File: config.mk
export PLATFORM = sky130hd
export DESIGN_NAME = mant_scheduler
export DESIGN_NICKNAME = d
export VERILOG_FILES = /design/src/rtl/mant_scheduler.sv
export SDC_FILE = /design/constraint.sdc
export NUM_CORES = 1
export LEC_CHECK = 0
export BUFFER_PORTS_ARGS = -buffer_cell sky130_fd_sc_hd__buf_2
export CORE_UTILIZATION = 40
export DETAILED_ROUTE_END_ITERATION = 8
export GPL_ROUTABILITY_DRIVEN = 0
export PLACE_DENSITY = 0.66
export SLEW_MARGIN = 20
export SYNTH_ARGS = -nofsm -noshare
export SYNTH_HDL_FRONTEND = slang
export SYNTH_SLANG_ARGS = --single-unit
File: constraint.sdc
create_clock -name clk -period 3.45 [get_ports clk]
set_clock_uncertainty 0.05 [all_clocks]
set_input_delay 0.1725 -clock clk [delete_from_list [all_inputs] [get_ports clk]]
set_output_delay 0.1725 -clock clk [all_outputs]
set_load 0.03 [all_outputs]
File: src/rtl/mant_scheduler.sv
// Round-robin scheduler for one shared maintenance unit across N_REQ subsystems.
// Due (interval-expired) requests outrank manual ones; start/done handshake with timeout.
module mant_lane #(
  parameter int INTERVAL = 200,
  parameter int CW       = 8
) (
  input  logic          clk,
  input  logic          rst,
  input  logic          run,
  input  logic          gnt,
  input  logic          clr,
  output logic [CW-1:0] cnt,
  output logic          due
);
  logic [CW-1:0] cnt_nxt;

  always_comb begin
    cnt_nxt = cnt;
    if (clr)
      cnt_nxt = '0;
    else if (run && !gnt && cnt != CW'(INTERVAL))
      cnt_nxt = cnt + 1'b1;
  end

  // due tracks the next count so it always matches the current op count
  always_ff @(posedge clk or posedge rst) begin
    if (rst) begin
      cnt <= '0;
      due <= 1'b0;
    end else begin
      cnt <= cnt_nxt;
      due <= (cnt_nxt == CW'(INTERVAL));
    end
  end
endmodule

module mant_scheduler #(
  parameter int N_REQ       = 4,
  parameter int INTERVAL    = 200,
  parameter int SVC_TIMEOUT = 32,
  parameter int CW          = 8
) (
  input  logic                     clk,
  input  logic                     rst,
  input  logic [N_REQ-1:0]         run,
  input  logic [N_REQ-1:0]         req,
  input  logic                     svc_done,
  input  logic                     err_clr,
  output logic [N_REQ-1:0]         gnt,
  output logic                     start,
  output logic [$clog2(N_REQ)-1:0] cur_id,
  output logic                     done,
  output logic [N_REQ-1:0]         due,
  output logic                     err
);
  localparam int IDW = $clog2(N_REQ);
  localparam int TW  = $clog2(SVC_TIMEOUT + 1);

  typedef enum logic [2:0] {S_IDLE, S_GRANT, S_SERVICE, S_DONE, S_ERROR} state_t;

  state_t                     state;
  logic [N_REQ-1:0][CW-1:0]   op_cnt;
  logic [N_REQ-1:0]           clr;
  logic [N_REQ-1:0]           pend;
  logic [IDW-1:0]             rr_ptr;
  logic [IDW-1:0]             win;
  logic                       hit;
  logic [TW-1:0]              timer;
  logic                       busy;

  assign busy  = (state == S_GRANT) || (state == S_SERVICE);
  assign start = (state == S_GRANT);
  assign done  = (state == S_DONE);
  assign err   = (state == S_ERROR);
  assign pend  = (due != '0) ? due : req;

  for (genvar i = 0; i < N_REQ; i++) begin : g_lane
    assign gnt[i] = busy && (cur_id == IDW'(i));
    assign clr[i] = (state == S_SERVICE) && svc_done && (cur_id == IDW'(i));
    mant_lane #(.INTERVAL(INTERVAL), .CW(CW)) u_lane (
      .clk (clk),
      .rst (rst),
      .run (run[i]),
      .gnt (gnt[i]),
      .clr (clr[i]),
      .cnt (op_cnt[i]),
      .due (due[i])
    );
  end

  // first pending bit at or after rr_ptr, wrapping
  always_comb begin
    int j;
    j   = 0;
    win = '0;
    hit = 1'b0;
    for (int k = 0; k < N_REQ; k++) begin
      j = int'(rr_ptr) + k;
      if (j >= N_REQ) j = j - N_REQ;
      if (!hit && pend[j]) begin
        hit = 1'b1;
        win = IDW'(j);
      end
    end
  end

  // timer counts cycles since start (0 in the GRANT cycle)
  always_ff @(posedge clk or posedge rst) begin
    if (rst) begin
      state  <= S_IDLE;
      cur_id <= '0;
      rr_ptr <= '0;
      timer  <= '0;
    end else begin
      case (state)
        S_IDLE: if (hit) begin
          cur_id <= win;
          timer  <= '0;
          state  <= S_GRANT;
        end
        S_GRANT: begin
          timer <= timer + 1'b1;
          state <= S_SERVICE;
        end
        S_SERVICE: begin
          timer <= timer + 1'b1;
          if (svc_done) begin
            state  <= S_DONE;
            rr_ptr <= (cur_id == IDW'(N_REQ - 1)) ? '0 : cur_id + 1'b1;
          end else if (timer == TW'(SVC_TIMEOUT - 1)) begin
            state <= S_ERROR;
          end
        end
        S_DONE:  state <= S_IDLE;
        S_ERROR: if (err_clr) state <= S_IDLE;
        default: state <= S_IDLE;
      endcase
    end
  end
endmodule

==> impl_metrics.py, run 1 <==
metrics = {
    "clocking": {
        "clk_path_buf_depth": 2,
        "cts_resized": 0,
        "cts_tree": "done",
        "cts.sinks": 49,
        "cts_setup_buffers": 0,
        "cts_buffers": 5,
        "cts_hold_buf": 0,
        "clk_pin_slew_ns": 0.09,
        "clock_latency_ns": 0.31,
        "cts_root_buffer": "clkbuf_8",
        "htree_levels": 2,
    },
    "detailed_routing": {
        "wl_mm": 6.20,
        "dr.pass1.iters": 4,
        "vias_per_cell": 5.32,
        "vias": 2462,
        "route.detailed.drc": 0,
        "first_iter_violations": 95,
        "ant_nets": 0,
        "wl_per_cell_um": 13.4,
    },
    "critical_path": {
        "crit_path_max_incr_delay_ns": 0.65,
        "cp-start-kind": "register",
        "cp_slowest_cell": "nor3b_1",
        "cp_max_fo": 14,
        "arrival_ns": 2.66,
        "r2r_start": "state[1]",
        "critPathKind": "register to register",
        "end_kind": "register",
        "startpoint": "state[1]",
        "crit_required_ns": 3.55,
        "path_cells": "xnor2_1 -> nor2_1 -> nor3b_1 -> a21oi_1 -> nor4_1",
    },
    "floorplan": {
        "dieArea_mm2": 0.00812,
        "fp.dieH_um": 90.1,
        "placement_rows": 31,
        "fp.dieW_um": 90.1,
        "start_util_pct": 42.1,
        "io_pins": 25,
        "coreArea_mm2": 0.00737,
    },
    "yosys": {
        "synth_area_mm2": 0.00311,
        "synth_seq_area_share_pct": 39.5,
        "synth-main-ff-cell": "dfrtp_1",
        "synth_compound_area_share_pct": 11.0,
        "ys_types": 52,
        "synth.area.top_cells": "dfrtp_1 39%, nor2_1 6.4%, ha_1 5.2%",
        "synth_top_area_share_pct": 39.5,
        "synth.net_count": 373,
        "muxShareOfSynthArea_pct": 3.75,
        "synth-simple-area-share_pct": 26.5,
        "synth_cells": 348,
        "syn_avg_cell_area_um2": 8.92,
        "ys_warn_count": 0,
        "ys_ff_latch": 49,
        "synth_fa_ha_area_share_pct": 5.24,
        "synth-xor-area-share_pct": 8.14,
        "synth_top_family_by_area": "simple AND/OR/NAND/NOR gates",
        "synthArstFlopShare_pct": 100,
        "synth_edf_count": 0,
        "synth_largest_area_cell": "dfrtp_1",
    },
    "cells_and_area": {
        "syn_to_final_growth_pct": 7.53,
        "fin_area_mm2": 0.00334,
        "drive_gt1_share_pct": 13.5,
        "fin_nets": 388,
        "regArea_mm2": 0.00123,
        "num_antenna_cells": 0,
        "layout.cells.non_filler": 463,
        "final_util_pct": 45.3,
        "multiInputGateArea_mm2": 0.00169,
        "nFillCells": 737,
    },
    "pwr": {
        "finalPower_mw": 2.44,
        "vdd_ir_drop_max_uv": 251,
        "power.density_mw_per_mm2": 732,
        "p_leak_nw": 1.45,
    },
    "place": {
        "dp_hpwl_mm": 4.43,
        "dp.cells": 455,
        "portBuffers": 24,
        "place_area_mm2": 0.00325,
    },
    "sta": {
        "relSlewSlack_pct": 42.5,
        "setup_viol_count_final": 0,
        "tns_ns": 0,
        "period_needed_ns": 2.56,
        "hold_viol_final": 49,
        "fin_crit_sh_pct": 74.1,
        "max_freq_ghz": 0.391,
        "rsz0062_at_grt": "no",
        "worst_slew_pin_slew_ns": 0.861,
        "final_max_slew_viol_count": 0,
        "whs_ns": -0.0486,
    },
    "hold_path": {
        "hp-class": "primary input to asynchronous set/reset pin",
    },
    "global_routing": {
        "grt_max_degree": 50,
        "grt_pass1_wl_mm": 10.6,
        "antenna_found_initial": 0,
        "grt.total_usage_pct": 16.1,
        "grt_pass1_vias": 2302,
        "gr-total-overflow": 0,
    },
    "status": {
        "violations": "hold timing",
        "status": "finished with violations",
    },
    "run": {
        "maxCapViolations": 0,
    },
}
[final cells by class]
type | instances | share of cell area, %
timing repair buffer | 25 | 3.82
inverter | 22 | 2.51
sequential | 49 | 36.7
clock buffer | 7 | 2.29
clock inverter | 1 | 0.225
tap | 99 | 3.71
multi-input combinational | 260 | 50.7
[cell families after synthesis]
group | Yosys count
fa+ha+maj | 13
xor+xnor | 28
compound gates | 53
mux | 11
buf+inv | 39
flops | 49
simple gates | 155
[registers in the layout, indices dropped and copies added, names as in the netlist]
signal             cells
cur_id                 2
rr_ptr                 2
g_lane.u_lane.due      4
timer                  6
g_lane.u_lane.cnt     32
state                  3
[cells in the mapped netlist (5+ instances only)]
| cell | instances |
|---|---|
| a21oi_1 | 16 |
| nand3_1 | 10 |
| nand2_1 | 24 |
| nand4_1 | 7 |
| nor3_1 | 12 |
| o21ai_0 | 11 |
| nand2b_1 | 6 |
| clkbuf_1 | 6 |
| xor2_1 | 9 |
| mux2i_1 | 6 |
| nor4_1 | 7 |
| inv_1 | 22 |
| buf_4 | 8 |
| xnor2_1 | 18 |
| nor2_1 | 53 |
| a31oi_1 | 6 |
| mux2_2 | 5 |
| dfrtp_1 | 49 |
| and2_1 | 5 |
| ha_1 | 13 |
[worst max-delay path, delay by kind of cell, from the launching register on]
| kind | cells | cell delay (ns) |
|---|---|---|
| flops | 1 | 0.56 |
| compound gates | 1 | 0.13 |
| simple gates | 3 | 1.32 |
| xor+xnor | 1 | 0.34 |
[metal layers]
layer / global-route usage, % / up-vias / wire [um]
li1: - / 1233 / -
met1: 21.8 / 1173 / 3050
met2: 25.3 / 48 / 2820
met3: 3.13 / 8 / 233
met4: 6.05 / 0 / 93
met5: 0 / - / 0
[metrics by stage]
stage,setup WS (ns),hold WS (ns)
floorplan,1.25,0.330
global placement,0.979,0.433
detailed placement,1.01,0.438
CTS,0.947,0.0951
global route,0.691,0.0281
finish,0.894,-0.0486
[final timing paths]
kind | to | slack [ns] | depth (start not counted)
max in group asynchronous | cur_id[0] | 2.87 | 2
setup reg to reg | g_lane[3].u_lane.due | 0.89 | 5
min in group clk | state[2] | 0.11 | 4
setup / recovery | g_lane[3].u_lane.due | 0.89 | 5
hold / removal | g_lane[2].u_lane.cnt[2] | -0.05 | 2
hold reg to reg | timer[1] | 0.50 | 1
[layout by cell type (no fill, tap or decap), types with 3 or more instances in the layout]
| cell type | instances |
|---|---|
| a211oi_1 | 4 |
| a21oi_1 | 16 |
| a31oi_1 | 6 |
| and2_1 | 5 |
| and3_1 | 4 |
| buf_2 | 24 |
| clkbuf_8 | 5 |
| dfrtp_1 | 49 |
| ha_1 | 13 |
| inv_1 | 21 |
| mux2_2 | 5 |
| mux2i_1 | 6 |
| nand2_1 | 24 |
| nand2b_1 | 6 |
| nand3_1 | 10 |
| nand3b_1 | 3 |
| nand4_1 | 7 |
| nor2_1 | 53 |
| nor3_1 | 12 |
| nor3b_1 | 4 |
| nor4_1 | 7 |
| nor4b_1 | 4 |
| o21ai_0 | 11 |
| or3_1 | 4 |
| xnor2_1 | 18 |
| xor2_1 | 9 |
[report_power, final]
part / total [mW] / switching (mW) / internal, mW / leakage (nW)
Sequential: 1.02 / 0.269 / 0.754 / 0.639
Clock: 0.335 / 0.191 / 0.144 / 0.0385
Combinational: 1.09 / 0.629 / 0.458 / 0.775
Total: 2.44 / 1.09 / 1.36 / 1.45
Note: power is estimated with default switching activity, not from simulation.
==> inputs of run 2 (changes only) <==
ABC_AREA = 1   (was default)
clock period = 2.6 ns   (was 3.45 ns; I/O delays follow)
==> run 2 against run 1 <==
Net effect: the run now ends clean; total power rose by 74%; first-iteration DRC count rose by 55%; register-to-register slack got worse by 0.16 ns; clock power rose by 68%; critical path depth rose by 5; clock-buffer cell count fell by 1; die area rose by 12%; combinational power rose by 110%; worst setup slack got worse by 0.16 ns; cell count rose by 34%; non-clock buffer count rose by 1; synthesized cell count rose by 41%; critical endpoint is now cur_id[0].
==> impl_metrics.py, run 2 <==
metrics = {
    "yosys": {
        "synth.area.top_cells": "dfrtp_1 35%, nand2_1 14%, inv_1 8.9%",
        "ys_warn_count": 0,
        "synth_top_area_share_pct": 35.1,
        "synth_area_mm2": 0.00349,
        "synth_cells": 490,
        "synthArstFlopShare_pct": 100,
        "synth_seq_area_share_pct": 35.1,
        "ys_types": 34,
        "synth-main-ff-cell": "dfrtp_1",
        "synth.net_count": 515,
        "ys_top_cells_by_count": "126 x nand2_1, 83 x inv_1, 58 x nand3_1",
        "synth_largest_area_cell": "dfrtp_1",
        "synthMostInstantiatedCell": "nand2_1",
        "syn_avg_cell_area_um2": 7.13,
        "synth_edf_count": 0,
        "ys_ff_latch": 49,
    },
    "pwr": {
        "clkPwrFrac_pct": 13.2,
        "p_leak_nw": 2.09,
        "power.density_mw_per_mm2": 1110,
        "finalPower_mw": 4.25,
        "power_frac_comb_pct": 54.6,
        "vdd_ir_drop_max_uv": 438,
        "p_switching_mw": 2.09,
        "switching_share_pct": 49.3,
        "p_int_mw": 2.15,
        "seqPwrFrac_pct": 32.2,
    },
    "floorplan": {
        "placement_rows": 33,
        "coreArea_mm2": 0.00834,
        "dieArea_mm2": 0.00911,
        "start_util_pct": 41.9,
        "fp.dieW_um": 95.5,
        "fp.dieH_um": 95.5,
        "io_pins": 25,
    },
    "clocking": {
        "cts_resized": 0,
        "clock_latency_ns": 0.30,
        "clk_pin_slew_ns": 0.08,
        "htree_levels": 2,
        "cts_tree": "done",
        "cts.sinks": 49,
        "cts_root_buffer": "clkbuf_8",
        "clk_path_buf_depth": 2,
        "cts_buffers": 5,
    },
    "detailed_routing": {
        "first_iter_violations": 147,
        "vias": 3040,
        "route.detailed.drc": 0,
        "wl_per_cell_um": 11.7,
        "dr.pass1.iters": 4,
        "ant_nets": 0,
        "vias_per_cell": 4.90,
        "wl_mm": 7.28,
    },
    "global_routing": {
        "grt_pass1_wl_mm": 12.7,
        "grt_pass1_vias": 2856,
        "grt.total_usage_pct": 17.7,
        "gr-total-overflow": 0,
        "antenna_found_initial": 0,
        "grt_max_degree": 26,
    },
    "sta": {
        "final_max_slew_viol_count": 0,
        "fin_crit_sh_pct": 71.9,
        "tns_ns": 0,
        "worst_slew_pin_slew_ns": 0.516,
        "rsz0062_at_grt": "no",
        "hold_viol_final": 0,
        "setup_viol_count_final": 0,
        "period_needed_ns": 1.87,
        "relSlewSlack_pct": 65.5,
        "max_freq_ghz": 0.535,
    },
    "critical_path": {
        "arrival_ns": 2.06,
        "critPathKind": "register to register",
        "end_kind": "register",
        "cp_max_fo": 7,
        "crit_required_ns": 2.79,
        "cp-start-kind": "register",
    },
    "hold_path": {
        "hp-class": "primary input to register",
    },
    "cells_and_area": {
        "num_antenna_cells": 0,
        "mostFrequentLayoutCells": "126 x nand2_1, 82 x inv_1, 58 x nand3_1",
        "largest_register": "g_lane.u_lane.cnt",
        "drive_gt1_share_pct": 12.0,
        "reg_top3": "g_lane.u_lane.cnt x32, timer x6, g_lane.u_lane.due x4",
        "fin_nets": 539,
        "layout_commonest_cell": "nand2_1",
        "largest_reg_flops": 32,
        "syn_to_final_growth_pct": 9.28,
    },
    "status": {
        "status": "finished, final reports clean",
    },
    "place": {
        "portBuffers": 24,
        "dp_hpwl_mm": 5.80,
    },
    "run": {
        "maxCapViolations": 0,
    },
}
[run 2: cell count changes in the layout (fill, tap and decap cells not counted), moves of 6 or more]
cell      previous run  this run
nand2_1             24       126
nand3_1             10        58
a21oi_1             16         6
inv_1               21        82
nand2_2              0         6
xnor2_1             18         5
nand4_1              7        17
xor2_1               9        18
mux2i_1              6         0
nand2b_1             6         0
nor2_1              53        45
nor4_1               7         0
a31oi_1              6         0
[run 2: kinds of logic after synthesis]
family | count (synthesis) | share of synthesized area, %
AND/OR/NAND/NOR | 280 | 37.8
buffers and inverters | 97 | 11.4
flip-flops | 49 | 35.1
AO/OA/AOI/OAI | 27 | 4.80
XOR/XNOR | 24 | 6.23
adder cells (fa/ha/maj) | 13 | 4.66
[run 2: layer usage]
| layer | wire length [um] | vias up | track usage [%] |
|---|---|---|---|
| met5 | 0 | - | 0 |
| met4 | 119 | 0 | 5.10 |
| met3 | 248 | 10 | 2.55 |
| met2 | 3320 | 58 | 29.0 |
| met1 | 3600 | 1394 | 24.3 |
| li1 | - | 1578 | - |
[run 2: critical path, stage by stage, from the launching register on]
cell and delay (ns):
dfrtp_1 0.45, nor2_1 0.25, nand3_1 0.15, nand3_1 0.15
nand2_1 0.09, nand2_1 0.08, nand2_2 0.11, nand3_1 0.10
nand2_2 0.11, nand3b_1 0.20, nand2_1 0.07
[run 2: cell type report]
cell class,instances,area (um2)
sequential,49,1230
clock buffer,6,82.6
inverter,88,333
clock inverter,2,37.5
multi-input combinational,344,1870
timing repair buffer,26,138
tap,105,131
fill,866,4520
[run 2: worst paths after layout]
path | from | end | slack, ns | cells past startpoint
worst min-delay path | err_clr | state[2] | 0.07 | 4
max in group asynchronous | rst | g_lane[1].u_lane.cnt[7] | 1.43 | 4
worst max-delay path | g_lane[1].u_lane.due | cur_id[0] | 0.73 | 10
worst max register to register | g_lane[1].u_lane.due | cur_id[0] | 0.73 | 10
worst min register to register | timer[0] | timer[0] | 0.47 | 1
min in group asynchronous | rst | g_lane[3].u_lane.cnt[7] | 0.35 | 3
[run 2: per-stage QoR]
stage                     setup WS (ns)  cell area, um2  hold WS (ns)  std cells  utilization (%)
after floorplan                   0.890            3490         0.265        490                -
after global placement            0.802            3690         0.150        611             44.2
after detailed placement          0.764            3690         0.145        611             44.2
after CTS                         0.732            3820        0.0650        620             45.8
after global routing              0.520            3820        0.0881        620             45.8
final                             0.732            3820        0.0687        620             45.8
[run 2: power groups by stage]
| stage | combinational, mW | sequential [mW] | clock (mW) |
|---|---|---|---|
| floorplan | 1.90 | 1.31 | 0 |
| global placement | 2.26 | 1.37 | 0 |
| detailed placement | 2.31 | 1.37 | 0 |
| CTS | 2.32 | 1.36 | 0.579 |
| global route | 2.64 | 1.42 | 0.615 |
| finish | 2.32 | 1.37 | 0.562 |
[run 2: repair_timing]
action                    4_1_cts  5_1_grt
hold buffers                    1        0
setup buffers                   0        0
hold endpoints to repair       24        0
==> inputs of run 3 (changes only) <==
clock period = 1.8 ns   (was 2.6 ns; I/O delays follow)
==> run 3 against run 2 <==
Net effect: total power up 60%; final area up 11%; critical path depth up 1; first-iteration DRC count down 17%; cell count up 6.3%; register-to-register slack worse by 0.64 ns; via count up 4.9%; utilization up 5.2 points; sequential power up 41%; global-route usage about the same; worst hold slack worse by 0.040 ns; largest power group unchanged.
==> impl_metrics.py, run 3 (synthesis gave the netlist of run 2 again) <==
metrics = {
    "status": {
        "status": "finished, final reports clean",
    },
    "floorplan": {
        "start_util_pct": 41.9,
        "fp.dieH_um": 95.5,
        "fp.dieW_um": 95.5,
        "dieArea_mm2": 0.00911,
        "coreArea_mm2": 0.00834,
        "io_pins": 25,
        "placement_rows": 33,
    },
    "detailed_routing": {
        "vias": 3190,
        "ant_nets": 0,
        "wl_per_cell_um": 11.7,
        "wl_mm": 7.74,
        "dr.pass1.iters": 4,
        "vias_per_cell": 4.84,
        "first_iter_violations": 122,
        "route.detailed.drc": 0,
    },
    "cells_and_area": {
        "num_antenna_cells": 0,
        "layout_commonest_cell": "nand2_1",
        "fin_area_mm2": 0.00425,
        "nFillCells": 800,
        "syn_to_final_growth_pct": 21.7,
        "largest_register": "g_lane.u_lane.cnt",
        "reg_top3": "g_lane.u_lane.cnt x32, timer x6, g_lane.u_lane.due x4",
        "largest_reg_flops": 32,
        "mostFrequentLayoutCells": "115 x nand2_1, 79 x inv_1, 54 x nand3_1",
        "fin_nets": 578,
        "drive_gt1_share_pct": 24.4,
    },
    "sta": {
        "relSlewSlack_pct": 60.0,
        "tns_ns": 0,
        "postLayoutSetupSlackWorst_ns": 0.0880,
        "period_needed_ns": 1.71,
        "max_freq_ghz": 0.584,
        "final_max_slew_viol_count": 0,
        "fin_crit_sh_pct": 95.1,
        "setup_viol_count_final": 0,
        "worst_slew_pin_slew_ns": 0.600,
        "hold_viol_final": 0,
        "rsz0062_at_grt": "yes",
    },
    "pwr": {
        "p_int_mw": 3.56,
        "p_leak_nw": 2.32,
        "power.density_mw_per_mm2": 1600,
        "vdd_ir_drop_max_uv": 508,
        "switching_share_pct": 47.7,
        "seqPwrFrac_pct": 28.4,
        "power_frac_comb_pct": 59.6,
        "clkPwrFrac_pct": 12.0,
        "p_switching_mw": 3.25,
    },
    "critical_path": {
        "critPathKind": "register to register",
        "reg2reg_slack_ns": 0.09,
        "startpoint": "state[1]",
        "end_kind": "register",
        "cp_max_fo": 7,
        "crit_required_ns": 1.99,
        "setup.worst_path.end": "g_lane[3].u_lane.due",
        "r2r-end": "g_lane[3].u_lane.due",
        "reg2reg_depth": 11,
        "arrival_ns": 1.90,
        "cp-start-kind": "register",
        "r2r_start": "state[1]",
    },
    "global_routing": {
        "grt_max_degree": 50,
        "grt.total_usage_pct": 17.7,
        "grt_pass1_vias": 2895,
        "gr-total-overflow": 0,
        "antenna_found_initial": 0,
        "grt_pass1_wl_mm": 12.6,
    },
    "place": {
        "dp_slack_ns": 0.0169,
        "dp_hpwl_mm": 5.86,
        "place_area_mm2": 0.00387,
        "portBuffers": 24,
    },
    "clocking": {
        "cts_root_buffer": "clkbuf_8",
        "clk_path_buf_depth": 2,
        "htree_levels": 2,
        "cts_buffers": 5,
        "clk_pin_slew_ns": 0.09,
        "cts.sinks": 49,
        "clock_latency_ns": 0.30,
        "cts_tree": "done",
    },
    "run": {
        "maxCapViolations": 0,
    },
    "hold_path": {
        "hp-class": "primary input to register",
    },
}
==> run 3: changes by cell type in the layout (fill, tap and decap cells not counted), moves of 4 or more <==
cell	before	now
nand3_1	58	54
nor2_1	45	39
nand2_4	5	9
dfrtp_2	0	4
nand3_2	0	4
nand2_2	6	13
nand2_1	126	115
buf_4	1	39
dfrtp_1	49	45
==> run 3: how the worst min path moves through the flow <==
| stage | startpoint | end | slack (ns) | cells past startpoint |
|---|---|---|---|---|
| final | err_clr | state[2] | 0.03 | 4 |
| after global routing | err_clr | state[2] | 0.04 | 4 |
| after detailed placement | rst | g_lane[0].u_lane.cnt[7] | 0.25 | 3 |
| after global placement | rst | g_lane[3].u_lane.cnt[6] | 0.24 | 3 |
| after floorplan | run[1] | g_lane[1].u_lane.cnt[3] | 0.23 | 2 |
| after CTS | err_clr | state[2] | 0.03 | 4 |
==> run 3: final cells by class <==
type                       count  area (um2)  share of cell area, %
multi-input combinational    345        2010                   47.4
sequential                    49        1230                   29.0
timing repair buffer          64         423                   9.95
inverter                      88         333                   7.83
tap                          105         131                   3.09
clock buffer                   6        82.6                   1.94
clock inverter                 2        37.5                  0.883
==> run 3: layer usage <==
layer,vias to the layer above,part of all wire (%),global-route usage [%],wire [um]
met1,1461,47,23.8,3660
li1,1670,-,-,-
met4,0,1.7,5.60,132
met5,-,0,0,0
met3,9,3.7,2.87,287
met2,50,47,28.9,3660
==> run 3: stage by stage <==
step / power, mW / instances / utilization, % / hold WS (ns)
global placement: 5.57 / 635 / 46.4 / 0.236
detailed placement: 5.65 / 635 / 46.4 / 0.246
CTS: 6.49 / 645 / 48.0 / 0.0272
global route: 7.44 / 659 / 51.0 / 0.0425
floorplan: 4.63 / 490 / - / 0.225
finish: 6.81 / 659 / 51.0 / 0.0285
==> run 3: power groups by stage <==
stage	Clock, mW	Combinational [mW]	Sequential (mW)
after detailed placement	0	3.73	1.91
final	0.817	4.06	1.93
after floorplan	0	2.74	1.89
after global routing	0.870	4.58	2.00
after global placement	0	3.67	1.90
after CTS	0.836	3.77	1.89
==> run 3: worst max-delay path, cell delays in order, from the launching register on <==
cell and delay [ns]:
dfrtp_2 0.47, nand2_4 0.10, nand2_4 0.06, nor2_8 0.19, nand2_4 0.11, nand3_4 0.12
nand2_2 0.07, nand2_2 0.08, nand3_2 0.08, nor2_2 0.12, nand4_1 0.09, nor2_1 0.11
==> run 3: repair_timing <==
item	in CTS	in global routing
resized for setup	0	45
buffers inserted	1	13
hold buffers	1	0
endpoints found under the hold margin	49	0
endpoints found under the setup margin	1	15
gates cloned	0	1
pin swaps	0	23
